[src/rtl/vga_scanout.sv]
// vga_scanout: VGA raster timing generator with integer down-scaled frame-store fetch and
// registered, blanked RGB plus aligned active-low syncs. Optional feature macro: VGA_TEST_PATTERN_EN.

module vga_scanout #(
  parameter  int CLK_DIV     = 4,
  parameter  int H_VISIBLE   = 640,
  parameter  int H_FRONT     = 16,
  parameter  int H_SYNC      = 96,
  parameter  int H_BACK      = 48,
  parameter  int V_VISIBLE   = 480,
  parameter  int V_FRONT     = 10,
  parameter  int V_SYNC      = 2,
  parameter  int V_BACK      = 33,
  parameter  int SCALE_SHIFT = 2,
  localparam int H_FRAME_HT  = H_VISIBLE >> SCALE_SHIFT,
  localparam int V_FRAME_HT  = V_VISIBLE >> SCALE_SHIFT,
  localparam int COL_W       = $clog2(H_FRAME_HT),
  localparam int ROW_W       = $clog2(V_FRAME_HT)
) (
  input  logic             clk,
  input  logic             rst,
  output logic [ROW_W-1:0] fb_row,
  output logic [COL_W-1:0] fb_col,
  input  logic [11:0]      fb_pixel,
`ifdef VGA_TEST_PATTERN_EN
  input  logic             pattern_sel,
`endif
  output logic [3:0]       vga_r,
  output logic [3:0]       vga_g,
  output logic [3:0]       vga_b,
  output logic             vga_hs,
  output logic             vga_vs,
  output logic             frame_start,
  output logic [9:0]       h_cnt,
  output logic [9:0]       v_cnt
);

  localparam int H_TOTAL  = H_VISIBLE + H_FRONT + H_SYNC + H_BACK;
  localparam int V_TOTAL  = V_VISIBLE + V_FRONT + V_SYNC + V_BACK;
  localparam int HS_START = H_VISIBLE + H_FRONT;
  localparam int VS_START = V_VISIBLE + V_FRONT;
  localparam int DIV_W    = $clog2(CLK_DIV);

  logic [DIV_W-1:0] div_cnt;
  logic             pix_tick;
  logic             h_wrap;
  logic             v_wrap;
  logic             h_vis;
  logic             v_vis;
  logic             hs_active;
  logic             vs_active;
  logic [11:0]      pixel_next;

  assign pix_tick = (div_cnt == DIV_W'(CLK_DIV - 1));
  assign h_wrap   = (h_cnt == 10'(H_TOTAL - 1));
  assign v_wrap   = (v_cnt == 10'(V_TOTAL - 1));

  // NOTE: state registers use non-blocking assignments so every flop samples pre-edge values.
  always_ff @(posedge clk or posedge rst) begin
    if (rst) begin
      div_cnt <= '0;
    end else begin
      div_cnt <= pix_tick ? '0 : div_cnt + DIV_W'(1);
    end
  end

  always_ff @(posedge clk or posedge rst) begin
    if (rst) begin
      h_cnt <= '0;
      v_cnt <= '0;
    end else if (pix_tick) begin
      h_cnt <= h_wrap ? '0 : h_cnt + 10'd1;
      if (h_wrap) begin
        v_cnt <= v_wrap ? '0 : v_cnt + 10'd1;
      end
    end
  end

  assign h_vis     = (h_cnt < 10'(H_VISIBLE));
  assign v_vis     = (v_cnt < 10'(V_VISIBLE));
  assign hs_active = (h_cnt >= 10'(HS_START)) && (h_cnt < 10'(HS_START + H_SYNC));
  assign vs_active = (v_cnt >= 10'(VS_START)) && (v_cnt < 10'(VS_START + V_SYNC));

  // Blanking parks the address on the last valid index so the store never sees out-of-range reads.
  assign fb_col = h_vis ? COL_W'(h_cnt >> SCALE_SHIFT) : COL_W'(H_FRAME_HT - 1);
  assign fb_row = v_vis ? ROW_W'(v_cnt >> SCALE_SHIFT) : ROW_W'(V_FRAME_HT - 1);

`ifdef VGA_TEST_PATTERN_EN
  localparam int BAR_W = H_VISIBLE / 8;

  logic [2:0] bar;

  always_comb begin
    bar = '0;
    for (int i = 1; i < 8; i++) begin
      if (h_cnt >= 10'(i * BAR_W)) bar = 3'(i);
    end
  end

  // Bar order white..black makes each channel a single inverted bit of the bar index.
  assign pixel_next = pattern_sel ? {{4{~bar[1]}}, {4{~bar[2]}}, {4{~bar[0]}}} : fb_pixel;
`else
  assign pixel_next = fb_pixel;
`endif

  always_ff @(posedge clk or posedge rst) begin
    if (rst) begin
      vga_r       <= '0;
      vga_g       <= '0;
      vga_b       <= '0;
      vga_hs      <= 1'b1;
      vga_vs      <= 1'b1;
      frame_start <= 1'b0;
    end else begin
      frame_start <= pix_tick && h_wrap && v_wrap;
      if (pix_tick) begin
        {vga_r, vga_g, vga_b} <= (h_vis && v_vis) ? pixel_next : 12'h000;
        vga_hs                <= ~hs_active;
        vga_vs                <= ~vs_active;
      end
    end
  end

endmodule

[config.mk]
export PLATFORM = sky130hd
export DESIGN_NAME = vga_scanout
export DESIGN_NICKNAME = d
export VERILOG_FILES = /design/src/rtl/vga_scanout.sv
export SDC_FILE = /design/constraint.sdc
export NUM_CORES = 1
export LEC_CHECK = 0
export CAP_MARGIN = 20
export CORE_AREA = 10 10 112 64
export CTS_BUF_LIST = sky130_fd_sc_hd__clkbuf_8
export CTS_CLUSTER_SIZE = 12
export DETAILED_ROUTE_END_ITERATION = 8
export DIE_AREA = 0 0 122 74
export GPL_ROUTABILITY_DRIVEN = 0
export PLACE_DENSITY = 0.71
export SLEW_MARGIN = 30
export SYNTH_ARGS = -nofsm -noshare
export SYNTH_HDL_FRONTEND = slang
export SYNTH_SLANG_ARGS = --single-unit
[constraint.sdc]
create_clock -name clk -period 5.6 [get_ports clk]
set_clock_uncertainty 0.2 [all_clocks]
set_input_delay 0.56 -clock clk [delete_from_list [all_inputs] [get_ports clk]]
set_output_delay 0.56 -clock clk [all_outputs]
set_load 0.02 [all_outputs]
* Word-level counts from Yosys, hierarchy flattened
Index checks and enable logic that the tools add are counted.
Word-level totals: register bits after elaboration 37, input bits 14, output and inout bits 50, logic and storage cells 35
Operators by class: add/sub/neg operators 3, magnitude comparators 6, equal/unequal tests 3, multiplexer cells 6, bitwise gates (word level) 2, reduce and logical (&&, ||, !) cells 6
Operators with widths (number):
- 10-bit by 1-bit adder with 10-bit output (second input constant) | 2
- 10-bit == test (second input constant) | 2
- 10-bit less-than comparator (second input constant) | 2
- 10-bit by 9-bit less-than comparator with 1-bit output (second input constant) | 2
- 10-bit 2-to-1 mux | 2
- 12-bit 2-to-1 mux | 1
- 10-bit >= comparator (second input constant) | 1
- 10-bit by 9-bit >= comparator with 1-bit output (second input constant) | 1
- 8-bit 2-to-1 mux | 1
- 7-bit 2-to-1 mux | 1
- 1-bit logical AND | 5
- 2-bit by 1-bit adder with 2-bit output (second input constant) | 1
- 2-bit == test (second input constant) | 1
- 2-bit 2-to-1 mux | 1
- 1-bit NOT | 2
- 2-bit AND reduction | 1

* Longest topological paths before layout
depth in word-level cells 3, depth in mapped cells 7, mapped depth without buffers 5

* Worst setup path before layout
Ideal clock, no wire load.
path kind reg-to-reg, start register h_cnt[0], end register v_cnt[4], library setup time 0.125 ns, arrival time 1.637 ns, data required time 5.275 ns, setup slack 3.637 ns, stages on the path, launching flop included 7, path buffers 1, period minus slack after synthesis 1.963 ns, path through dfrtp_1 -> ha_1 -> nand4_4 -> and3b_1 -> buf_4 -> nand4_2 -> mux2_4
Between the ends: word-level cells in the longest chain between the ends 2
Ends and longest elaborated chain:
- start, declared | line 34 | output logic [9:0] h_cnt,
- start signal, assigned | line 72 | h_cnt <= h_wrap ? '0 : h_cnt + 10'd1;
- 10-bit == test | line 55 | assign h_wrap = (h_cnt == 10'(H_TOTAL - 1));
- 2-bit AND reduction (no source line)
- end signal, assigned | line 74 | v_cnt <= v_wrap ? '0 : v_cnt + 10'd1;
- end, declared | line 35 | output logic [9:0] v_cnt
No other way between the ends. A chain may end at the register's enable or synchronous reset.

* Final worst setup path
start register h_cnt[8], end output port fb_col[3]
Between the ends: word-level cells in the longest chain between the ends 2
Ends and longest elaborated chain:
- 10-bit less-than comparator | line 79 | assign h_vis = (h_cnt < 10'(H_VISIBLE));
- 8-bit 2-to-1 mux | line 85 | assign fb_col = h_vis ? COL_W'(h_cnt >> SCALE_SHIFT) : COL_W'(H_FRAME_HT - 1);
- end, declared | line 23 | output logic [COL_W-1:0] fb_col,
No other way between the ends.

==> summary.md <==
| Metric | Value |
|---|---|
| Int Pwr | `436 uW` |
| Combinational share of power | `6.3%` |
| # fillers | `490` |
| Post-CTS resize count | `0` |
| Critical path class | `reg -> out` |
| Clk_lat worst skew | `0.29 ns` |
| Unique cell type count in the Yosys netlist | `36` |
| WHS Endpoint | `div_cnt[0]$_DFF_PP0_` |
| Hold WC Path Type | `reg -> reg` |
| CTS buffer count | `5` |
| Reg2reg end | `v_cnt[4]$_DFFE_PP0P_` |
| Asr flop ratio synth | `100%` |
| Worst vdd ir | `0.000143 V` |
| Syn Inst Count | `169` |
| Die Span Y | `74 um` |
| Die area | `0.00903 mm2` |
| Fmax | `362 MHz` |
| CTS Hold Buffers Added | `0` |
| Die width | `122 um` |
| Initial Util | `33.9%` |
| Area leader, netlist | `dfrtp_1` |
| First-pass GRT wire length | `7360 um` |
| Slew @ Worst Pin | `0.672 ns` |
| Final setup fails | `0` |
| Final net count | `250` |
| CTS Root Cell | `clkbuf_8` |
| Post-Route WL | `4770 um` |
| Arr. time, crit path | `2.00 ns` |
| Met1 WL | `2520 um` |
| Worst Setup Start Kind | `flop` |
| Wire per inst | `15.6 um` |
| Initial antenna violation count | `0` |
| Sequential area share after synthesis | `52.2%` |
| Flops & latches, synth | `37` |
| Synth area leaders | `dfrtp_1 (49%), a22o_1 (5.9%), xnor2_1 (3.9%), ha_1 (3.5%), nor2_1 (3.2%)` |
| Cell Pwr Density | `214 mW/mm2` |
| Share of cells above drive strength 1 | `7.33%` |
| Largest net degree at the start of global routing | `38` |
| Post-route setup TNS | `0 ns` |
| CP endpoint kind | `primary output` |
| Syn Std Cell Area | `0.00178 mm2` |
| Data required, critical path | `4.84 ns` |
| Clock power frac | `44.1%` |
| Syn nets | `188` |
| Vias in the first global route | `1329` |
| Synthesis Warnings | `0` |
| Flop pwr share | `49.7%` |
| Post-synth EDFFs | `0` |
| Switching share of total power | `21.0%` |
| Pins Over Slew Limit | `0` |
| N_diodes | `0` |
| Via density | `4.67` |
| WHS Path Cells | `1` |
| Area Growth Syn to Fin | `45.1%` |
| Max capacitance violation total | `0` |
| DR WL met3 | `386 um` |
| RSZ-0062 raised after global routing | `false` |
| Total power | `551 uW` |
| P_sw | `116 uW` |
| CP max FO | `8` |
| Io pins | `64` |
| R2R Path Start | `div_cnt[0]$_DFF_PP0_` |
| Clock-pin slew on the worst setup and hold paths | `0.08 ns` |
| Hold Crit Start | `div_cnt[0]$_DFF_PP0_` |
| Port Buffers | `63` |
| Starting DRT DRC Count | `118` |
| DRC Markers | `0` |
| Post-CTS Setup Inserts | `0` |
| # clock sinks | `37` |
| Main synth FF type | `dfrtp_1` |
| Routed via count | `1423` |
| TritonCTS clock tree | `built` |
| Total track usage | `10.5%` |
| Post-layout min period | `2.76 ns` |
| Leakage power | `1.09 nW` |
| Highest routed metal layer | `met4` |
| Final period util | `49.3%` |
| Result of the run | `finished clean` |
| Slew margin rel. | `54.7%` |
| CTS H-tree depth | `2` |
| Max clock buf depth | `2` |
| DRT Pass-1 Iters | `4` |
| Syn_area_per_cell | `10.5 um2` |
| DR WL met2 | `1810 um` |
| Synth top area share | `49.2%` |
| Placeable Area | `0.00525 mm2` |
| Worst Reg-to-Reg Cells | `5` |
| # rows | `19` |
| Slack of the worst reg-to-reg path | `3.20 ns` |
| Antenna-violating nets left | `0` |
| Post-DP HPWL | `3580 um` |
| Total gr overflow | `0` |
| Fin. Hold Viols | `0` |
kinds of logic (layout without fill, tap and decap cells):
logic type / Yosys count / after routing / share of synthesized area (%)
flip-flops: 37 / 37 / 52.2
AO/OA/AOI/OAI: 29 / 29 / 11.3
multiplexers: 3 / 3 / 1.97
XOR/XNOR: 11 / 11 / 5.42
adder cells (fa/ha/maj): 5 / 5 / 3.52
buffers and inverters: 18 / 81 / 4.57
AND/OR/NAND/NOR: 66 / 66 / 21.1
worst max-delay path by stage:
stage	cells past startpoint	startpoint	endpoint
global route	3	h_cnt[8]$_DFFE_PP0P_	fb_col[4]
detailed placement	3	h_cnt[8]$_DFFE_PP0P_	fb_col[4]
floorplan	6	h_cnt[0]$_DFFE_PP0P_	v_cnt[4]$_DFFE_PP0P_
CTS	3	h_cnt[8]$_DFFE_PP0P_	fb_col[4]
global placement	3	h_cnt[8]$_DFFE_PP0P_	fb_col[0]
finish	3	h_cnt[8]$_DFFE_PP0P_	fb_col[3]
sequential cells by signal, indices dropped and copies added, names as in the netlist:
name         cells
div_cnt          2
frame_start      1
h_cnt           10
v_cnt           10
vga_b            4
vga_g            4
vga_hs           1
vga_r            4
vga_vs           1
power by group through the flow:
stage               sequential (mW)  clock (mW)  combinational (mW)
floorplan                     0.285           0             0.00816
global placement              0.279           0              0.0350
detailed placement            0.279           0              0.0351
CTS                           0.274       0.253              0.0354
global route                  0.274       0.262              0.0374
finish                        0.274       0.243              0.0346
cells in the final DEF, fill, tap and decap left out:
cell             Yosys  layout
a22o_1              12      12
nand2_1              9       9
nor3_1               3       3
nand4_4              1       1
clkdlybuf4s50_1      0      63
or2_2                3       3
a21oi_1              6       6
clkinvlp_4           0       1
buf_4                3       1
and3b_1              2       2
a31oi_1              3       3
mux2i_1              2       2
xnor2_1              8       8
nor2_1              15      15
dfrtp_1             35      35
nor2b_1              1       1
nand4_2              1       1
nand2b_1             8       8
nand3b_1             1       1
and4_1               2       2
nor4_1               1       1
nand3_1              9       9
or4_1                1       1
ha_1                 5       5
bufinv_16            0       1
o21ai_0              6       6
and4b_1              1       1
mux2_4               1       1
and3_1               2       2
o31ai_1              1       1
o41ai_1              1       1
inv_1                9       9
dfstp_2              2       2
or3_1                2       2
nand4_1              4       4
clkbuf_8             0       6
xor2_1               3       3
through the flow:
step / setup slack [ns] / util [%] / instance area (um2) / hold WS [ns] / std cells
final: 2.84 / 49.1 / 2580 / 0.226 / 305
after global routing: 2.67 / 49.1 / 2580 / 0.230 / 305
after CTS: 2.79 / 49.1 / 2580 / 0.229 / 305
after detailed placement: 3.13 / 46.8 / 2460 / 0.217 / 297
after global placement: 3.14 / 46.8 / 2460 / 0.216 / 297
after floorplan: 3.64 / - / 1780 / 0.203 / 169
synth_stat cells (4+ instances only):
cell type,count
nand3_1,9
dfrtp_1,35
o21ai_0,6
ha_1,5
nand4_1,4
nand2b_1,8
a22o_1,12
nor2_1,15
nand2_1,9
xnor2_1,8
inv_1,9
a21oi_1,6
critical path: stages (launching register included):
cell and delay [ns]:
dfrtp_1 0.46, o21ai_0 0.58, nand2b_1 0.11, clkdlybuf4s50_1 0.56
layout make-up:
cell class              instances  area [um2]  share of cell area [%]
inverters                       9        33.8                    1.31
clock inverters                 2        37.5                    1.45
repair buffers                 64         638                    24.7
flip-flops and latches         37         928                    36.0
multi-input cells             114         769                    29.8
well taps                      73        91.3                    3.54
clock buffers                   6        82.6                    3.20
routing by layer:
layer	up-vias	GRT usage, %
li1	715	-
met1	653	15.1
met2	47	13.2
met3	8	4.61
met4	0	3.55
met5	-	0
Note: power is estimated with default switching activity, not from simulation.
